File: src/rtl/jtdd_rom_arb.sv
// Shares one read-only memory port among the char, scroll and object fetchers.
// Fixed priority char > scroll > object; each port keeps a one-byte cache.
module jtdd_rom_arb #(
  parameter int unsigned CHAR_AW = 15,
  parameter int unsigned SCR_AW  = 17,
  parameter int unsigned OBJ_AW  = 18,
  parameter int unsigned MEM_AW  = 22,
  parameter logic [MEM_AW-1:0] CHAR_OFFSET = MEM_AW'(22'h00000),
  parameter logic [MEM_AW-1:0] SCR_OFFSET  = MEM_AW'(22'h08000),
  parameter logic [MEM_AW-1:0] OBJ_OFFSET  = MEM_AW'(22'h28000)
) (
  input  logic              clk,
  input  logic              rst,
  input  logic [CHAR_AW-1:0] char_addr,
  input  logic              char_cs,
  output logic [7:0]        char_data,
  output logic              char_ok,
  input  logic [SCR_AW-1:0] scr_addr,
  input  logic              scr_cs,
  output logic [7:0]        scr_data,
  output logic              scr_ok,
  input  logic [OBJ_AW-1:0] obj_addr,
  input  logic              obj_cs,
  output logic [7:0]        obj_data,
  output logic              obj_ok,
  output logic [MEM_AW-1:0] mem_addr,
  output logic              mem_req,
  input  logic [7:0]        mem_data,
  input  logic              mem_rdy
);

  localparam int unsigned SNAP_W = (CHAR_AW > SCR_AW) ?
                                   ((CHAR_AW > OBJ_AW) ? CHAR_AW : OBJ_AW) :
                                   ((SCR_AW  > OBJ_AW) ? SCR_AW  : OBJ_AW);
  localparam int unsigned GNT_W = 2;

  localparam logic [0:0] ST_IDLE = 1'b0;
  localparam logic [0:0] ST_WAIT = 1'b1;

  localparam logic [GNT_W-1:0] GNT_CHAR = 2'd0;
  localparam logic [GNT_W-1:0] GNT_SCR  = 2'd1;
  localparam logic [GNT_W-1:0] GNT_OBJ  = 2'd2;

  logic [0:0]         r_state;
  logic [0:0]         w_state_nxt;
  logic [GNT_W-1:0]   r_gnt;
  logic [SNAP_W-1:0]  r_snap_addr;

  logic [CHAR_AW-1:0] r_char_cached;
  logic [7:0]         r_char_data;
  logic               r_char_valid;
  logic [SCR_AW-1:0]  r_scr_cached;
  logic [7:0]         r_scr_data;
  logic               r_scr_valid;
  logic [OBJ_AW-1:0]  r_obj_cached;
  logic [7:0]         r_obj_data;
  logic               r_obj_valid;

  logic               w_char_pend;
  logic               w_scr_pend;
  logic               w_obj_pend;
  logic               w_grant;
  logic               w_done;
  logic [GNT_W-1:0]   w_sel_gnt;
  logic [SNAP_W-1:0]  w_sel_addr;
  logic [MEM_AW-1:0]  w_sel_mem_addr;

  // A port hits when its cached byte matches the address it is presenting now
  assign char_ok   = char_cs && r_char_valid && (char_addr == r_char_cached);
  assign scr_ok    = scr_cs  && r_scr_valid  && (scr_addr  == r_scr_cached);
  assign obj_ok    = obj_cs  && r_obj_valid  && (obj_addr  == r_obj_cached);
  assign char_data = r_char_data;
  assign scr_data  = r_scr_data;
  assign obj_data  = r_obj_data;

  assign w_char_pend = char_cs && !char_ok;
  assign w_scr_pend  = scr_cs  && !scr_ok;
  assign w_obj_pend  = obj_cs  && !obj_ok;

  // Priority select of the port to grant
  always_comb begin
    w_sel_gnt      = GNT_OBJ;
    w_sel_addr     = SNAP_W'(obj_addr);
    w_sel_mem_addr = MEM_AW'(obj_addr) + OBJ_OFFSET;
    if (w_char_pend) begin
      w_sel_gnt      = GNT_CHAR;
      w_sel_addr     = SNAP_W'(char_addr);
      w_sel_mem_addr = MEM_AW'(char_addr) + CHAR_OFFSET;
    end else if (w_scr_pend) begin
      w_sel_gnt      = GNT_SCR;
      w_sel_addr     = SNAP_W'(scr_addr);
      w_sel_mem_addr = MEM_AW'(scr_addr) + SCR_OFFSET;
    end
  end

  always_comb begin
    w_state_nxt = r_state;
    w_grant     = 1'b0;
    w_done      = 1'b0;
    case (r_state)
      ST_IDLE: begin
        if (w_char_pend || w_scr_pend || w_obj_pend) begin
          w_grant     = 1'b1;
          w_state_nxt = ST_WAIT;
        end
      end
      ST_WAIT: begin
        if (mem_rdy) begin
          w_done      = 1'b1;
          w_state_nxt = ST_IDLE;
        end
      end
      default: w_state_nxt = ST_IDLE;
    endcase
  end

  always_ff @(posedge clk) begin
    if (rst) r_state <= ST_IDLE;
    else     r_state <= w_state_nxt;
  end

  always_ff @(posedge clk) begin
    if (rst) begin
      r_gnt         <= GNT_CHAR;
      r_snap_addr   <= '0;
      mem_addr      <= '0;
      mem_req       <= 1'b0;
      r_char_cached <= '0;
      r_char_data   <= '0;
      r_char_valid  <= 1'b0;
      r_scr_cached  <= '0;
      r_scr_data    <= '0;
      r_scr_valid   <= 1'b0;
      r_obj_cached  <= '0;
      r_obj_data    <= '0;
      r_obj_valid   <= 1'b0;
    end else begin
      if (w_grant) begin
        r_gnt       <= w_sel_gnt;
        r_snap_addr <= w_sel_addr;
        mem_addr    <= w_sel_mem_addr;
        mem_req     <= 1'b1;
      end
      // Data is filed against the address snapped at grant time
      if (w_done) begin
        mem_req <= 1'b0;
        case (r_gnt)
          GNT_CHAR: begin
            r_char_data   <= mem_data;
            r_char_cached <= r_snap_addr[CHAR_AW-1:0];
            r_char_valid  <= 1'b1;
          end
          GNT_SCR: begin
            r_scr_data   <= mem_data;
            r_scr_cached <= r_snap_addr[SCR_AW-1:0];
            r_scr_valid  <= 1'b1;
          end
          GNT_OBJ: begin
            r_obj_data   <= mem_data;
            r_obj_cached <= r_snap_addr[OBJ_AW-1:0];
            r_obj_valid  <= 1'b1;
          end
          default: ;
        endcase
      end
    end
  end

endmodule

File: config.mk
export PLATFORM = sky130hd
export DESIGN_NAME = jtdd_rom_arb
export DESIGN_NICKNAME = d
export VERILOG_FILES = /design/src/rtl/jtdd_rom_arb.sv
export SDC_FILE = /design/constraint.sdc
export NUM_CORES = 1
export LEC_CHECK = 0
export ABC_AREA = 1
export BUFFER_PORTS_ARGS = -buffer_cell sky130_fd_sc_hd__buf_2
export CAP_MARGIN = 20
export CORE_ASPECT_RATIO = 0.7
export CORE_MARGIN = 3
export CORE_UTILIZATION = 40
export CTS_BUF_LIST = sky130_fd_sc_hd__clkbuf_2 sky130_fd_sc_hd__clkbuf_4 sky130_fd_sc_hd__clkbuf_8
export CTS_CLUSTER_SIZE = 28
export DETAILED_ROUTE_END_ITERATION = 8
export GPL_TIMING_DRIVEN = 0
export HOLD_SLACK_MARGIN = 0.06
export MAX_ROUTING_LAYER = met4
export PLACE_DENSITY = 0.61
export SYNTH_ARGS = -nofsm -noshare
export SYNTH_HDL_FRONTEND = slang
export SYNTH_SLANG_ARGS = --single-unit
File: constraint.sdc
create_clock -name clk -period 2.81 [get_ports clk]
set_input_delay 0.281 -clock clk [delete_from_list [all_inputs] [get_ports clk]]
set_output_delay 0.281 -clock clk [all_outputs]
set_load 0.01 [all_outputs]
Word-level counts from Yosys, hierarchy flattened
Index checks and enable logic that the tools add are counted.

Add/subtract/negate cells: 2. Eq/ne operators: 5. Mux-type cells: 12. Bitwise logic cells: 1. Reduce and logical (&&, ||, !) cells: 19.

Operator list (count): 19-bit two-way mux (2); 18-bit two-way mux (2); 18-bit by 18-bit adder with 19-bit output (second input constant) (1); 17-bit by 16-bit adder with 18-bit output (second input constant) (1); 18-bit equality test (1); 17-bit equality test (1); 15-bit equality test (1); 1-bit logical AND (9); 2-bit AND reduction (3); 1-bit two-way mux (5); 2-bit two-way mux (2); 1-bit logical NOT (3); 2-bit by 1-bit equality test with 1-bit output (second input constant) (1); 2-bit equality test (second input constant) (1); 2-bit logical NOT (1); 1-bit logical OR (2); 1-bit one-hot mux with 2 select lines (1); 2-bit OR reduction (1); 1-bit NOT (1).

Register bits: 121. Logic and storage cells: 53.

Logic depth before layout (Yosys ltp)
Depth after elaboration: 8. Gate-level depth with buffers: 15.

Least setup slack after synthesis
No wires, ideal clock.

Path kind: reg-to-reg. Start: register r_scr_cached[7]. End: register r_snap_addr[10]. Data arrival time: 1.461 ns. Data required time: 2.698 ns. Slack: 1.237 ns. Stages on the path, launching flop included: 13. Clock period less this slack: 1.573 ns. Cells stage by stage: dfxtp_1 inv_1 or2_2 nand3_1 nor2_1 nand3_2 nand2_2 buf_6 buf_6 nand3_1 nand3_1 nor2_1 nor2_2.

Cells in the longest elaborated chain, start to end: 8. Elaborated cells on any way between the ends: 10.

Ends and longest elaborated chain: start: declaration (line 52) `logic [SCR_AW-1:0] r_scr_cached;`; start signal: assignment (line 155) `r_scr_cached <= r_snap_addr[SCR_AW-1:0];`; 17-bit equality test * (line 70) `assign scr_ok = scr_cs && r_scr_valid && (scr_addr == r_scr_cached);`; 1-bit logical AND * (line 70); 1-bit logical NOT * (line 77) `assign w_scr_pend = scr_cs && !scr_ok;`; 1-bit logical AND * (line 77); 1-bit logical OR (2 in series) (line 102) `if (w_char_pend || w_scr_pend || w_obj_pend) begin`; 1-bit two-way mux (line 102); 1-bit two-way mux (line 100) `case (r_state)`; end signal: assignment (line 140) `r_snap_addr <= w_sel_addr;`; end: declaration (line 47) `logic [SNAP_W-1:0] r_snap_addr;`.

Every way passes the cells marked *; elsewhere a longest branch is shown, timed or not. A chain may end at the register's enable or synchronous reset.

Final worst setup path
Start: register r_char_cached[2]. End: register mem_addr[18].

Cells in the longest elaborated chain, start to end: 8. Elaborated cells on any way between the ends: 9.

Ends and longest elaborated chain: start: declaration (line 49) `logic [CHAR_AW-1:0] r_char_cached;`; start signal: assignment (line 150) `r_char_cached <= r_snap_addr[CHAR_AW-1:0];`; 15-bit equality test * (line 69) `assign char_ok = char_cs && r_char_valid && (char_addr == r_char_cached);`; 1-bit logical AND * (line 69); 1-bit logical NOT * (line 76) `assign w_char_pend = char_cs && !char_ok;`; 1-bit logical AND * (line 76); 1-bit logical OR (2 in series) (line 102); 1-bit two-way mux (line 102); 1-bit two-way mux (line 100); end signal: assignment (line 141) `mem_addr <= w_sel_mem_addr;`; end: declaration (line 26) `output logic [MEM_AW-1:0] mem_addr,`.

Marks and branches as above.

==> metrics.txt <==
status=completed; worst ir drop on vdd=229.6 uV; number of design-rule violations left by the first detailed-router iteration=537; biggest area contributors in the synthesized netlist=sky130_fd_sc_hd__dfxtp_1 38%, sky130_fd_sc_hd__nand2_1 14%, sky130_fd_sc_hd__nor2_1 9.8%; root buffer cell=sky130_fd_sc_hd__clkbuf_8; final hold violations=0; pin count of the biggest net entering global routing=19; Pins Over Slew Limit=0; share of the synthesized netlist area taken by xor and xnor gates=0.01754; routed wire length=18460 um; multi-input gate area in the final layout=2691 um^2; crit path time final=2.214 ns; largest delay contributor family on the critical path=buffers and inverters; Clock transition at path regs=0.11 ns; Detail Placement HPWL=14680 um; total number of H-tree levels=3; detail-routed net length per standard cell=15.76 um; post-route DRC violation count=0; number of warnings reported in the yosys synthesis log=0; power density cells=505.4 nW/um^2; Final #Nets=1047; leakage power of the design=0.003179 uW; ys flop type=sky130_fd_sc_hd__dfxtp_1; post-placement cell count=1155; core area=13270 um^2; number of antenna-violating nets in the routed design=0; wire length of the first global-routing pass=28350 um; fraction of final layout cells sized beyond drive strength 1=0.1765; IO Count=114; data arrival time of the critical path=2.48 ns; upper clock frequency limit=451.6 MHz; Max Buffers Root-to-Sink=2; cell with the largest stage delay on the worst path=sky130_fd_sc_hd__buf_1; ratio of routed vias to standard cells=4.919; Crit path buffers/inverters=2; global placer's final weighted congestion=0.9638; post-synth design cell area=5492 um^2; die span in y=104.0 um; multiplexer share of the synthesized area=0; number of max-capacitance violations reported=0; Remaining Overflow, GRT=0; Final setup violation count=0; die span in x=146.0 um; CTS tree=yes; biggest cell delay along the critical path=0.55 ns; combinational family with the most area after synthesis=simple AND/OR/NAND/NOR gates; list of cells traversed by the critical path=xor2_1 -> nor2_1 -> nand2_1 -> nor2_1 -> nand2_1 -> nand2_2 -> inv_2 -> buf_1 -> nor2_1 -> nand3_1 -> a21oi_2; most frequently used cell type in the post-synthesis netlist=sky130_fd_sc_hd__nand2_1; startpoint of the worst-slack reg-to-reg timing path=r_char_cached[2]$_SDFFE_PP0P_; HP Start=mem_data[1]; non-filler instance count after layout=1171; flip-flop and latch count after synthesis=103; layout filler cell count=1483; antenna violations before repair=0; most frequent cells after synthesis=198 x sky130_fd_sc_hd__nand2_1, 144 x sky130_fd_sc_hd__nor2_1, 110 x sky130_fd_sc_hd__inv_1; final worst path period share=0.7880; number of flops mapped to enable cells by yosys=0; path category of the worst min-delay check=in2reg; post-synth top area cell=sky130_fd_sc_hd__dfxtp_1; buffers inserted during post-CTS setup optimization=0; startpoint type of the worst setup path=flop; CTS Sinks=103; Clock Skew=0.01307 ns; number of placement rows=35; clock buffer count from CTS=9; CTS Hold Bufs=0; setup repair after global routing missed its margin=no; area share of the largest cell type after synthesis=0.3755; footprint of the flip-flops and latches=2062 um^2; Clk Latency, worst-skew pair=0.39 ns; synthesized-area fraction occupied by adder cells=0.004557; starting density of the core=0.4139; Critical Path Fanout Max=10; global router's overall resource usage=0.2470; most used cell, CP=sky130_fd_sc_hd__nor2_1; Area growth syn-to-layout=18.36%; data required time at the worst endpoint=3.08 ns; proportion of synthesized flip-flops having asynchronous set or reset=0; fraction of the mapped netlist area in simple logic gates=0.3270; via total after detailed routing=5760; length of the first detailed-routing pass in iterations=5; share of the synthesized area in compound gates (AO/OA/AOI/OAI)=0.1390; CP startpoint=r_char_cached[2]$_SDFFE_PP0P_; Syn Inst Count=859; total negative setup slack=0 ns; mean post-synth cell area=6.393 um^2; # port buffers=109; Distinct cells, synth=37; critical path class=reg2reg; share of the yosys chip area belonging to registers=0.3755; type of destination of the critical path=flop; vias in the first global route=5115; CTS resizes=0; number of inserted diodes=0; headroom to the max-slew limit=0.5146; Slew @ Worst Pin=0.7281 ns; Die ar.=15190 um^2
==> layout by cell type, fill, tap and decap left out, types with 2 or more instances in the layout <==
cell | Yosys | final
sky130_fd_sc_hd__nor4_1 | 3 | 3
sky130_fd_sc_hd__nand2_1 | 198 | 198
sky130_fd_sc_hd__nor2_1 | 144 | 144
sky130_fd_sc_hd__xnor2_1 | 6 | 6
sky130_fd_sc_hd__buf_4 | 18 | 18
sky130_fd_sc_hd__nand3_1 | 46 | 46
sky130_fd_sc_hd__a21oi_1 | 56 | 56
sky130_fd_sc_hd__nor2_2 | 2 | 2
sky130_fd_sc_hd__nand4_1 | 9 | 9
sky130_fd_sc_hd__clkbuf_8 | 0 | 9
sky130_fd_sc_hd__clkbuf_1 | 22 | 22
sky130_fd_sc_hd__or2_2 | 4 | 4
sky130_fd_sc_hd__conb_1 | 1 | 3
sky130_fd_sc_hd__inv_1 | 110 | 110
sky130_fd_sc_hd__nand2_2 | 6 | 6
sky130_fd_sc_hd__o21ai_1 | 3 | 3
sky130_fd_sc_hd__buf_6 | 6 | 6
sky130_fd_sc_hd__xor2_1 | 5 | 5
sky130_fd_sc_hd__buf_1 | 2 | 2
sky130_fd_sc_hd__inv_2 | 2 | 2
sky130_fd_sc_hd__a21oi_2 | 4 | 4
sky130_fd_sc_hd__dfxtp_1 | 103 | 103
sky130_fd_sc_hd__ha_1 | 2 | 2
sky130_fd_sc_hd__bufinv_16 | 0 | 2
sky130_fd_sc_hd__clkinv_1 | 2 | 2
sky130_fd_sc_hd__nor3_1 | 8 | 8
sky130_fd_sc_hd__inv_6 | 0 | 4
sky130_fd_sc_hd__o21ai_0 | 82 | 82
sky130_fd_sc_hd__nor4b_1 | 3 | 3
sky130_fd_sc_hd__buf_2 | 2 | 111
==> state kept, by name (all words and copies together) (netlist names) <==
signal,count
r_obj_cached,18
obj_data,8
mem_req,1
scr_data,8
r_gnt,2
r_char_valid,1
r_char_cached,15
r_scr_cached,17
mem_addr,4
r_obj_valid,1
r_scr_valid,1
r_state,1
r_snap_addr,18
char_data,8
==> per-stage QoR <==
step | hold slack, ns | utilization | instance area [um^2] | setup slack, ns | power, uW
floorplan | 0.4159 | - | 5499 | 1.237 | 1973
global placement | 0.4446 | 0.4730 | 6276 | 0.5947 | 2219
detailed placement | 0.4472 | 0.4730 | 6276 | 0.6103 | 2219
CTS | 0.1287 | 0.4899 | 6500 | 0.5860 | 3293
global route | 0.1543 | 0.4899 | 6500 | 0.4333 | 3425
finish | 0.1336 | 0.4899 | 6500 | 0.5956 | 3285
==> worst register-to-register path: stages (launching register included) <==
cell	delay [ns]
sky130_fd_sc_hd__dfxtp_1	0.36
sky130_fd_sc_hd__xor2_1	0.24
sky130_fd_sc_hd__nor2_1	0.07
sky130_fd_sc_hd__nand2_1	0.06
sky130_fd_sc_hd__nor2_1	0.04
sky130_fd_sc_hd__nand2_1	0.07
sky130_fd_sc_hd__nand2_2	0.13
sky130_fd_sc_hd__inv_2	0.22
sky130_fd_sc_hd__buf_1	0.55
sky130_fd_sc_hd__nor2_1	0.16
sky130_fd_sc_hd__nand3_1	0.13
sky130_fd_sc_hd__a21oi_2	0.06
==> power by group <==
part / leakage, uW / internal (uW) / switching (uW)
Clock: 0.000115 / 513 / 575
Combinational: 0.00222 / 227 / 386
Sequential: 0.000840 / 1530 / 54.2
Total: 0.00318 / 2270 / 1020
==> cell families after synthesis <==
family,count (synthesis)
and+or+nand+nor,429
xor gates and xnor gates,11
adders and majority gates,2
buffers and inverters,165
DFF,103
other,1
AOI/OAI and AO/OA,148
==> cell type report <==
class	count	share of cell area
Multi-Input combinational cell	593	0.4141
Sequential cell	103	0.3172
Inverter	114	0.06583
Buffer	51	0.04889
Timing Repair Buffer	109	0.08393
Clock buffer	9	0.01906
Tap cell	185	0.03561
Clock inverter	7	0.01540
==> final timing paths <==
kind	end	slack, ns	depth (start not counted)
max	mem_addr[18]$_SDFFE_PP0P_	0.60	11
min	char_data[1]$_SDFFE_PP0P_	0.13	3
max reg2reg	mem_addr[18]$_SDFFE_PP0P_	0.60	11
min reg2reg	mem_req$_SDFFE_PP0P_	0.46	2
==> metal layers <==
metal / global-route usage / vias up / part of all wire
met2: 0.3221 / 227 / 0.38
met3: 0.04443 / 15 / 0.090
met5: - / - / 0
met1: 0.3903 / 2597 / 0.52
li1: - / 2921 / -
met4: 0.05034 / 0 / 0.0095
Note: power is estimated with default switching activity, not from simulation.
